$ cat config.mk
export PLATFORM = sky130hd
export DESIGN_NAME = array_select_skid
export DESIGN_NICKNAME = d
export VERILOG_FILES = /design/src/rtl/array_select_skid.sv
export SDC_FILE = /design/constraint.sdc
export NUM_CORES = 1
export LEC_CHECK = 0
export ABC_AREA = 1
export CAP_MARGIN = 10
export CORE_UTILIZATION = 40
export CTS_BUF_LIST = sky130_fd_sc_hd__clkbuf_16
export DETAILED_ROUTE_END_ITERATION = 6
export GPL_ROUTABILITY_DRIVEN = 1
export PLACE_DENSITY = 0.83
export REMOVE_ABC_BUFFERS = 1
export SLEW_MARGIN = 10
export SYNTH_ARGS = -nofsm -noshare
export SYNTH_HDL_FRONTEND = slang
export SYNTH_SLANG_ARGS = --single-unit
$ cat constraint.sdc
create_clock -name CLK -period 1 [get_ports CLK]
set_input_delay 0.15 -clock CLK [delete_from_list [all_inputs] [get_ports CLK]]
set_output_delay 0.15 -clock CLK [all_outputs]
set_load 0.005 [all_outputs]
$ cat src/rtl/array_select_skid.sv
// array_select_skid
//   Registered lane-select stage: accepts WIDTH-bit words on a valid/ready
//   handshake, applies the static bit permutation O[k] = I[SEL[k]] on push,
//   and holds up to two permuted words in a skid buffer so that I_ready is
//   always a flop output and the downstream chain sees no combinational ready
//   path. Also keeps a wrap-around count of accepted words for debug.
//
// Optional feature: define ARRAY_SELECT_PARITY_EN to add O_par, the even
//   parity (^) of the head entry, computed at push time and stored per entry.
//
// Ports
//   CLK      in   1      clock, rising edge
//   RESET    in   1      synchronous reset, active high
//   I_data   in   WIDTH  upstream word
//   I_valid  in   1      upstream word valid
//   I_ready  out  1      stage can accept (registered)
//   O_data   out  WIDTH  permuted head-of-buffer word
//   O_valid  out  1      O_data valid
//   O_ready  in   1      downstream accepts O_data
//   O_occ    out  2      buffer occupancy 0..2
//   O_count  out  CNT_W  accepted words modulo 2^CNT_W
//   O_par    out  1      head parity (ARRAY_SELECT_PARITY_EN only)

module array_select_skid #(
  parameter int                     WIDTH = 4,
  parameter int                     IDX_W = 2,
  parameter logic [WIDTH*IDX_W-1:0] SEL   = 8'h90,
  parameter int                     CNT_W = 8
) (
  input  logic             CLK,
  input  logic             RESET,
  input  logic [WIDTH-1:0] I_data,
  input  logic             I_valid,
  output logic             I_ready,
  output logic [WIDTH-1:0] O_data,
  output logic             O_valid,
  input  logic             O_ready,
  output logic [1:0]       O_occ,
  output logic [CNT_W-1:0] O_count
`ifdef ARRAY_SELECT_PARITY_EN
  ,
  output logic             O_par
`endif
);

  typedef enum logic [1:0] {
    EMPTY = 2'd0,
    ONE   = 2'd1,
    FULL  = 2'd2
  } state_t;

  state_t             state_q, state_d;
  logic [WIDTH-1:0]   perm;
  logic [WIDTH-1:0]   head_q, skid_q;
  logic               i_ready_q;
  logic [CNT_W-1:0]   count_q;
  logic               push, pop;
  logic               head_ld_in, head_ld_skid, skid_ld;

  // Static permutation: each output bit is a fixed wire from one input bit.
  // Out-of-range select fields tie the bit low.
  for (genvar k = 0; k < WIDTH; k++) begin : g_lane
    localparam logic [IDX_W-1:0] IDX = SEL[k*IDX_W +: IDX_W];
    if (int'(IDX) < WIDTH) begin : g_map
      assign perm[k] = I_data[IDX];
    end else begin : g_zero
      assign perm[k] = 1'b0;
    end
  end

  assign push = I_valid & i_ready_q;
  assign pop  = O_valid & O_ready;

  // Next-state and buffer load controls. In FULL, I_ready is already low, so
  // push cannot occur there.
  always_comb begin
    state_d      = state_q;
    head_ld_in   = 1'b0;
    head_ld_skid = 1'b0;
    skid_ld      = 1'b0;
    case (state_q)
      EMPTY: begin
        if (push) begin
          state_d    = ONE;
          head_ld_in = 1'b1;
        end
      end
      ONE: begin
        if (push && !pop) begin
          state_d = FULL;
          skid_ld = 1'b1;
        end else if (pop && !push) begin
          state_d = EMPTY;
        end else if (push && pop) begin
          head_ld_in = 1'b1;
        end
      end
      FULL: begin
        if (pop) begin
          state_d      = ONE;
          head_ld_skid = 1'b1;
        end
      end
      default: state_d = EMPTY;
    endcase
  end

  always_ff @(posedge CLK) begin
    if (RESET) begin
      state_q   <= EMPTY;
      i_ready_q <= 1'b0;
      head_q    <= '0;
      skid_q    <= '0;
      count_q   <= '0;
    end else begin
      state_q   <= state_d;
      // Ready is decided from the next occupancy so it never depends on
      // O_ready combinationally.
      i_ready_q <= (state_d != FULL);
      if (head_ld_in)        head_q <= perm;
      else if (head_ld_skid) head_q <= skid_q;
      if (skid_ld)           skid_q <= perm;
      if (push)              count_q <= count_q + CNT_W'(1);
    end
  end

`ifdef ARRAY_SELECT_PARITY_EN
  logic head_par_q, skid_par_q;

  always_ff @(posedge CLK) begin
    if (RESET) begin
      head_par_q <= 1'b0;
      skid_par_q <= 1'b0;
    end else begin
      if (head_ld_in)        head_par_q <= ^perm;
      else if (head_ld_skid) head_par_q <= skid_par_q;
      if (skid_ld)           skid_par_q <= ^perm;
    end
  end

  assign O_par = head_par_q;
`endif

  assign I_ready = i_ready_q;
  assign O_data  = head_q;
  assign O_valid = (state_q != EMPTY);
  assign O_occ   = state_q;
  assign O_count = count_q;

endmodule

==> results.md, run 1 <==
- Root buffer cell: clkbuf_16
- GRT overflow: 0
- Max Freq: 0.857 GHz
- Mean Syn Cell Area: 6.94 um2
- Hold-fix buffers, CTS: 0
- Die Wd: 46.7 um
- Setup ws final: -0.167 ns
- WS Path Type: reg -> reg
- IO Pins: 24
- Final Hold Violating Endpoints: 0
- Wire per inst: 13.3 um
- Share of layout cells above drive strength 1: 42.9%
- Status: complete, but fails checks
- Largest net degree at the start of global routing: 13
- Vias in the first global route: 854
- Crit path DAT: 1.35 ns
- Netlist cell types: 21
- Most frequent cells in the layout: 18 x nand2_1, 18 x buf_4, 16 x inv_1
- Max H-tree Level: 1
- Drt total wl: 2.50 mm
- Post-layout net count: 173
- Setup TNS Final: -1.52 ns
- Period minus WS final: 1.17 ns
- Violated checks: setup timing
- Antenna cell count: 0
- Initial antenna violation count: 0
- Register area share after synthesis: 42.6%
- Vias: 915
- Antenna Nets Post-Route: 0
- Worst hold path type: reg -> reg
- RSZ-0062 raised after global routing: yes
- Critical Path Source Type: flop
- Setup crit start: I_ready
- Final period util: 117%
- DR pass1 iterations: 4
- Reg-to-Reg Start: I_ready
- CTS tree: done
- Clock Sinks: 17
- Clk_lat worst skew: 0.25 ns
- Die area: 2180 um2
- Area delta synth->final: 79.0%
- DRC viols: 0
- HPWL after detailed placement: 1.51 mm
- Final Cell Area: 1430 um2
- Slew Viols, Final: 0
- Cts bufs inserted: 3
- Starting density of the core: 44.3%
- Core Area: 1800 um2
- Crit path capture type: flop
- Final Setup Violations: 15
- Measured slew at the worst slew-check pin: 0.325 ns
- First-pass GRT wire length: 3.61 mm
- CP Data Required Time: 1.18 ns
- Number of fill cells: 127
- Via/cell ratio: 4.87
- Placed inst area: 1180 um2
- Worst hold start: skid_q[2]
- Post-Syn Instances: 115
- DP Cell Count: 177
- Power per cell area: 1250 nW/um2
- Die H: 46.7 um
- CTS clk-pin slew, worst paths: 0.05 ns
- Synth warnings: 0
- Layout Cells excl Fill: 188
- R2R Setup Slk: -0.17 ns
- Hold endpoint: skid_q[2]
- Yosys reg bits: 17
- Tot GR Track Use: 24.6%
- Hold Path Depth: 2
- Total of max-cap violations: 0
- Max Clock Skew: 0.00110 ns
- Crit Reg-Reg Endpoint: O_data[2]
- Final Wtd Congestion: 0.820
- Final cell utilization of the core: 79.3%
- VDD IR max: 1.25 mV
- Site Rows: 15
- CP Max Fanout: 7
- Buffers on Ports: 22
- Max-slew headroom: 78.4%
- DRT iter0 DRCs: 32
- Syn Std Cell Area: 798 um2
- Reg2Reg Depth: 7
- CTS max path bufs: 2
- Leak pwr: 0.701 nW
[repair_timing]
| item | CTS | global route |
|---|---|---|
| pin swaps | 6 | 15 |
| buffers inserted | 4 | 4 |
| gates resized for setup | 59 | 15 |
| hold endpoints to repair | 0 | 0 |
| setup endpoints to repair | 31 | 20 |
[logic make-up (layout without fill, tap and decap cells)]
| family | count (synthesis) | in the layout | synth area share (%) |
|---|---|---|---|
| and+or+nand+nor | 58 | 58 | 33.2 |
| buffers and inverters | 22 | 70 | 11.0 |
| adders and majority gates | 1 | 1 | 1.57 |
| AOI/OAI and AO/OA | 17 | 17 | 11.6 |
| DFF | 17 | 17 | 42.6 |
[per-stage QoR]
step                      total power [W]  setup WS, ns  hold WS [ns]
after floorplan                  0.000804       -0.0702         0.219
after global placement           0.000930        -0.374         0.457
after detailed placement         0.000937        -0.412         0.465
after CTS                         0.00175       -0.0955         0.471
after global routing              0.00183        -0.217         0.506
final                             0.00179        -0.167         0.499
[power by group]
part           switching (W)  total, W  internal (W)
clock network       0.000268  0.000799      0.000531
registers          0.0000163  0.000719      0.000703
logic               0.000129  0.000266      0.000138
[how the worst max path moves through the flow]
stage	depth (start not counted)	slack [ns]	to
floorplan	6	-0.07	O_count[6]
global placement	6	-0.37	skid_q[2]
global route	7	-0.22	O_data[2]
finish	7	-0.17	O_data[2]
detailed placement	6	-0.41	skid_q[2]
CTS	7	-0.1	O_data[2]
[critical path: stages (launching register included)]
cell and delay (ns):
dfxtp_2 0.33, buf_6 0.12, nand2_8 0.07, nor2_4 0.21
nand2_4 0.11, nand2_2 0.08, nand2_2 0.05, a21oi_2 0.14
[layout make-up]
cell class / count / area, um2 / share of cell area [%]
clock inverter: 1 / 3.75 / 0.263
clock buffer: 3 / 75.1 / 5.25
sequential: 17 / 350 / 24.5
tap: 25 / 31.3 / 2.19
inverter: 20 / 77.6 / 5.43
timing repair buffer: 46 / 408 / 28.5
multi-input combinational: 76 / 483 / 33.8
[routing by layer]
metal	vias to the layer above	wire length, um	part of all wire [%]	global-route usage [%]
met5	-	0	0	0
met4	0	90	3.6	16.6
met3	12	137	5.5	5.49
met2	40	1310	52	44.7
met1	403	963	39	24.3
li1	460	-	-	-
[sequential cells by signal (all words and copies together) (netlist names)]
name	count
skid_q	3
I_ready	1
O_occ	2
O_data	3
O_count	8
[synthesized netlist by cell type (all sizes together)]
cell type / count / share of area (%)
nor2: 19 / 11
o21ai: 7 / 4.4
dfxtp: 17 / 43
nand4: 4 / 3.1
nor3: 1 / 1.3
a31oi: 1 / 0.78
o21a: 1 / 0.94
nand3: 6 / 3.8
inv: 20 / 9.4
a21oi: 8 / 5.5
nand2: 27 / 14
nand3b: 1 / 0.94
ha: 1 / 1.6
buf: 2 / 1.6
Power figures use the tool's default switching activity.
==> run 2: changes to the inputs <==
Settings changed: CORE_ASPECT_RATIO set to 0.9, CTS_CLUSTER_SIZE set to 24.
==> results.md, run 2 (synthesized netlist as in run 1, its figures left out) <==
- Status: complete, but fails checks
- Violated checks: setup timing
- Clock network fraction of design power: 45.9%
- CP Max Fanout: 7
- Max FFs per register: 8
- Register area: 354 um2
- Vias: 942
- Worst path slowest cell: dfxtp_2
- Share of layout cells above drive strength 1: 42.1%
- CP Data Required Time: 1.14 ns
- Most frequent cells in the layout: 18 x nand2_1, 17 x buf_4, 14 x inv_1
- Measured slew at the worst slew-check pin: 0.270 ns
- Largest net degree at the start of global routing: 13
- Slew Viols, Final: 0
- Number of fill cells: 98
- Sw frac: 23.9%
- Worst hold path type: reg -> reg
- WS Path Type: reg -> reg
- Area delta synth->final: 73.4%
- Internal power: 0.00137 W
- Period minus WS final: 1.15 ns
- DRC viols: 0
- Power consumption: 0.00180 W
- First-pass GRT wire length: 3.93 mm
- Via/cell ratio: 5.15
- Final period util: 115%
- Drt total wl: 2.57 mm
- Antenna cell count: 0
- Logic pwr share: 14.2%
- Antenna Nets Post-Route: 0
- Final Wtd Congestion: 0.780
- Wire per inst: 14.0 um
- Post-layout net count: 169
- Placed inst area: 1150 um2
- Setup ws final: -0.146 ns
- Site Rows: 14
- Total of max-cap violations: 0
- CP Cell Sequence: buf_6 > nand2_8 > nor2_4 > nand2_4 > o21ai_2 > nor2_1
- Power per cell area: 1300 nW/um2
- Root buffer cell: clkbuf_16
- Crit path DAT: 1.29 ns
- Die Wd: 49.1 um
- Final Setup Violations: 16
- Final Hold Violating Endpoints: 0
- RSZ-0062 raised after global routing: yes
- DRT iter0 DRCs: 29
- VDD IR max: 1.13 mV
- Core Area: 1770 um2
- Multi-input logic area: 474 um2
- Max H-tree Level: 1
- Max Freq: 0.873 GHz
- CTS clk-pin slew, worst paths: 0.06 ns
- WHS: 0.460 ns
- DR pass1 iterations: 4
- Clock Sinks: 17
- Max-slew headroom: 82.0%
- Final Cell Area: 1380 um2
- Vias in the first global route: 904
- Buffers on Ports: 22
- Setup TNS Final: -1.51 ns
- CTS tree: done
- Most common cell after layout, fill and taps aside: nand2_1
- Cts bufs inserted: 3
- Clk_lat worst skew: 0.25 ns
- CTS max path bufs: 2
- Tot GR Track Use: 24.4%
- Max Clock Skew: 0.00598 ns
- IO Pins: 24
- GRT overflow: 0
- Leak pwr: 0.665 nW
- Seq pwr share: 39.8%
- Initial antenna violation count: 0
- R2R Setup Slk: -0.15 ns
- Critical Path Source Type: flop
- Die H: 44.4 um
- Die area: 2180 um2
- Crit-path max cell delay: 0.33 ns
- Starting density of the core: 45.1%
- Crit path capture type: flop
- Sw power: 0.000430 W
- HPWL after detailed placement: 1.43 mm
run 2: per-stage QoR:
| step | instances | setup slack [ns] | utilization (%) |
|---|---|---|---|
| floorplan | 113 | -0.0702 | - |
| global route | 183 | -0.233 | 78.2 |
| global placement | 173 | -0.368 | 65.2 |
| finish | 183 | -0.146 | 78.2 |
| detailed placement | 173 | -0.445 | 65.2 |
| CTS | 181 | -0.0886 | 75.0 |
run 2: worst paths after layout:
| kind | cells past startpoint | from | end |
|---|---|---|---|
| max | 6 | I_ready | skid_q[3] |
| min | 2 | skid_q[1] | skid_q[1] |
| max reg2reg | 6 | I_ready | skid_q[3] |
| min reg2reg | 2 | skid_q[1] | skid_q[1] |
run 2: final cells by class:
type / count / share of cell area (%)
Sequential cell: 17 / 25.6
Inverter: 20 / 5.97
Clock buffer: 3 / 5.42
Timing Repair Buffer: 42 / 26.0
Multi-Input combinational cell: 76 / 34.3
Tap cell: 24 / 2.17
Clock inverter: 1 / 0.542
run 2: routing by layer:
layer  vias up  track usage [%]  routed length (um)
met3        12             3.78                 114
met5         -                0                   0
met1       439             30.9                1120
li1        453                -                   -
met4         0             15.3                  87
met2        38             39.7                1240
run 2: repair_timing:
item,in CTS,in global routing
endpoints found under the setup margin,31,20
hold buffers,0,0
setup buffers,4,2
cloned,0,0
pin swaps,6,11
gates resized for setup,60,17
endpoints found under the hold margin,0,0
run 2: critical path, delay by kind of cell (launching register included):
| family | cells | cell delay [ns] |
|---|---|---|
| and+or+nand+nor | 4 | 0.46 |
| DFF | 1 | 0.33 |
| AOI/OAI and AO/OA | 1 | 0.13 |
| buffers and inverters | 1 | 0.12 |
run 2: power by group through the flow:
| stage | clock network [W] | logic [W] | registers, W |
|---|---|---|---|
| finish | 0.000827 | 0.000256 | 0.000717 |
| global route | 0.000871 | 0.000275 | 0.000718 |
| CTS | 0.000837 | 0.000228 | 0.000714 |
| detailed placement | 0 | 0.000202 | 0.000728 |
| global placement | 0 | 0.000197 | 0.000727 |
| floorplan | 0 | 0.0000714 | 0.000732 |
==> run 3: changes to the inputs <==
Settings changed: CORE_UTILIZATION 40 to 43, CTS_BUF_LIST sky130_fd_sc_hd__clkbuf_16 to sky130_fd_sc_hd__clkbuf_8, PLACE_DENSITY 0.83 to 0.88, SLEW_MARGIN 10 to not set.
==> results.md, run 3 (synthesized netlist as in run 1, its figures left out) <==
- CTS tree: done
- Pre-CTS setup slack: -0.435 ns
- Clk_lat worst skew: 0.26 ns
- IO Pins: 24
- HPWL after detailed placement: 1.50 mm
- Initial antenna violation count: 0
- Area delta synth->final: 75.1%
- Max FFs per register: 8
- Max Clock Skew: 0.00437 ns
- Status: complete, but fails checks
- Most frequent cells in the layout: 17 x nand2_1, 15 x buf_4, 14 x inv_1, 14 x nor2_1, 12 x dfxtp_2
- Measured slew at the worst slew-check pin: 0.324 ns
- Vias in the first global route: 873
- Tot GR Track Use: 27.6%
- Wire per inst: 18.4 um
- Clock network fraction of design power: 34.8%
- Clock Sinks: 17
- Buffers on Ports: 22
- Antenna cell count: 0
- Logic pwr share: 18.1%
- CP Max Fanout: 3
- Die Wd: 47.4 um
- Share of layout cells above drive strength 1: 46.9%
- Core Area: 1700 um2
- Crit path capture type: flop
- DR pass1 iterations: 5
- DRT iter0 DRCs: 85
- Worst path slowest cell: dfxtp_2
- DRC viols: 0
- Critical path's most frequent cell: inv_1
- GRT overflow: 0
- Starting density of the core: 47.0%
- Final Setup Violations: 17
- Violated checks: setup timing
- Leak pwr: 0.678 nW
- Die H: 42.9 um
- RSZ-0062 raised after global routing: yes
- Seq pwr share: 47.0%
- DP Cell Count: 174
- Setup ws final: -0.276 ns
- Final period util: 128%
- Max H-tree Level: 1
- Total of max-cap violations: 0
- Power per cell area: 1100 nW/um2
- Root buffer cell: clkbuf_8
- First-pass GRT wire length: 3.92 mm
- Crit path DAT: 1.45 ns
- CP Cell Sequence: buf_6 > inv_1 > nor2_2 > nand4_1 > nand2_1 > inv_1 > nor2_1
- Crit-path max cell delay: 0.37 ns
- Antenna Nets Post-Route: 0
- Period minus WS final: 1.28 ns
- CTS max path bufs: 2
- Drt total wl: 3.42 mm
- Worst hold path type: reg -> reg
- WS Path Type: reg -> reg
- Largest net degree at the start of global routing: 13
- Sw frac: 27.4%
- Cts bufs inserted: 3
- Post-layout net count: 172
- Most common cell after layout, fill and taps aside: nand2_1
- Internal power: 0.00111 W
- Die area: 2030 um2
- Max-slew headroom: 78.4%
- Slew Viols, Final: 0
- Sw power: 0.000420 W
- Final Wtd Congestion: 0.817
- CP Data Required Time: 1.17 ns
- Via/cell ratio: 5.84
- VDD IR max: 0.845 mV
- Site Rows: 14
- Layout Cells excl Fill: 186
- CTS clk-pin slew, worst paths: 0.07 ns
- Critical Path Source Type: flop
- Vias: 1086
- Hold-fix buffers, CTS: 0
- Max Freq: 0.784 GHz
- Final Hold Violating Endpoints: 0
==> run 3: changes by cell type in the layout (fill, tap and decap cells not counted), moves of 3 or more <==
| cell | delta |
|---|---|
| buf_6 | +7 |
| dfxtp_2 | +4 |
| buf_2 | -3 |
| clkbuf_16 | -3 |
| clkbuf_8 | +3 |
| dfxtp_1 | -3 |
| nor2_4 | -3 |
==> run 3: worst paths after layout <==
check              from    endpoint  slack, ns  depth (start not counted)
min           skid_q[1]   skid_q[1]       0.46                          2
max          O_count[0]  O_count[7]      -0.28                          7
min reg2reg   skid_q[1]   skid_q[1]       0.46                          2
max reg2reg  O_count[0]  O_count[7]      -0.28                          7
==> run 3: critical path: cells and delay by family (launching register included) <==
kind                   cells  cell delay [ns]
buffers and inverters      3             0.25
and+or+nand+nor            4             0.57
DFF                        1             0.37
==> run 3: per-stage QoR <==
stage	setup TNS [ns]	util [%]	hold slack, ns	total power [W]	area [um2]
final	-2.47	82.3	0.460	0.00153	1400
after global placement	-5.20	68.3	0.442	0.000924	1160
after CTS	-1.03	78.8	0.464	0.00146	1340
after global routing	-3.16	82.3	0.481	0.00157	1400
after floorplan	-0.201	-	0.219	0.000804	786
after detailed placement	-6.32	68.3	0.453	0.000931	1160
==> run 3: layer usage <==
metal  GRT usage, %  vias to the layer above  wire length [um]
met1           34.6                      478              1210
li1               -                      457                 -
met4           16.0                        0               295
met3           6.38                       44               327
met2           41.9                      107              1600
met5              0                        -                 0
==> run 3: area by class of cell <==
type | count | area, um2
clock inverters | 1 | 5.00
well taps | 24 | 30.0
multi-input cells | 76 | 479
inverters | 20 | 77.6
repair buffers | 45 | 409
fillers | 103 | 302
flip-flops and latches | 17 | 355
clock buffers | 3 | 41.3
==> run 3: timing repair <==
action,CTS,global route
endpoints found under the setup margin,31,27
cloned,0,0
pin swaps,9,12
gates resized for setup,61,27
setup buffers,7,1
==> run 3: power groups by stage <==
stage,Sequential (W),Clock (W),Combinational (W)
2_1_floorplan,0.000732,0,0.0000714
3_3_place_gp,0.000727,0,0.000197
3_5_place_dp,0.000729,0,0.000203
4_1_cts,0.000717,0.000519,0.000228
5_1_grt,0.000723,0.000558,0.000291
6_report,0.000721,0.000534,0.000278
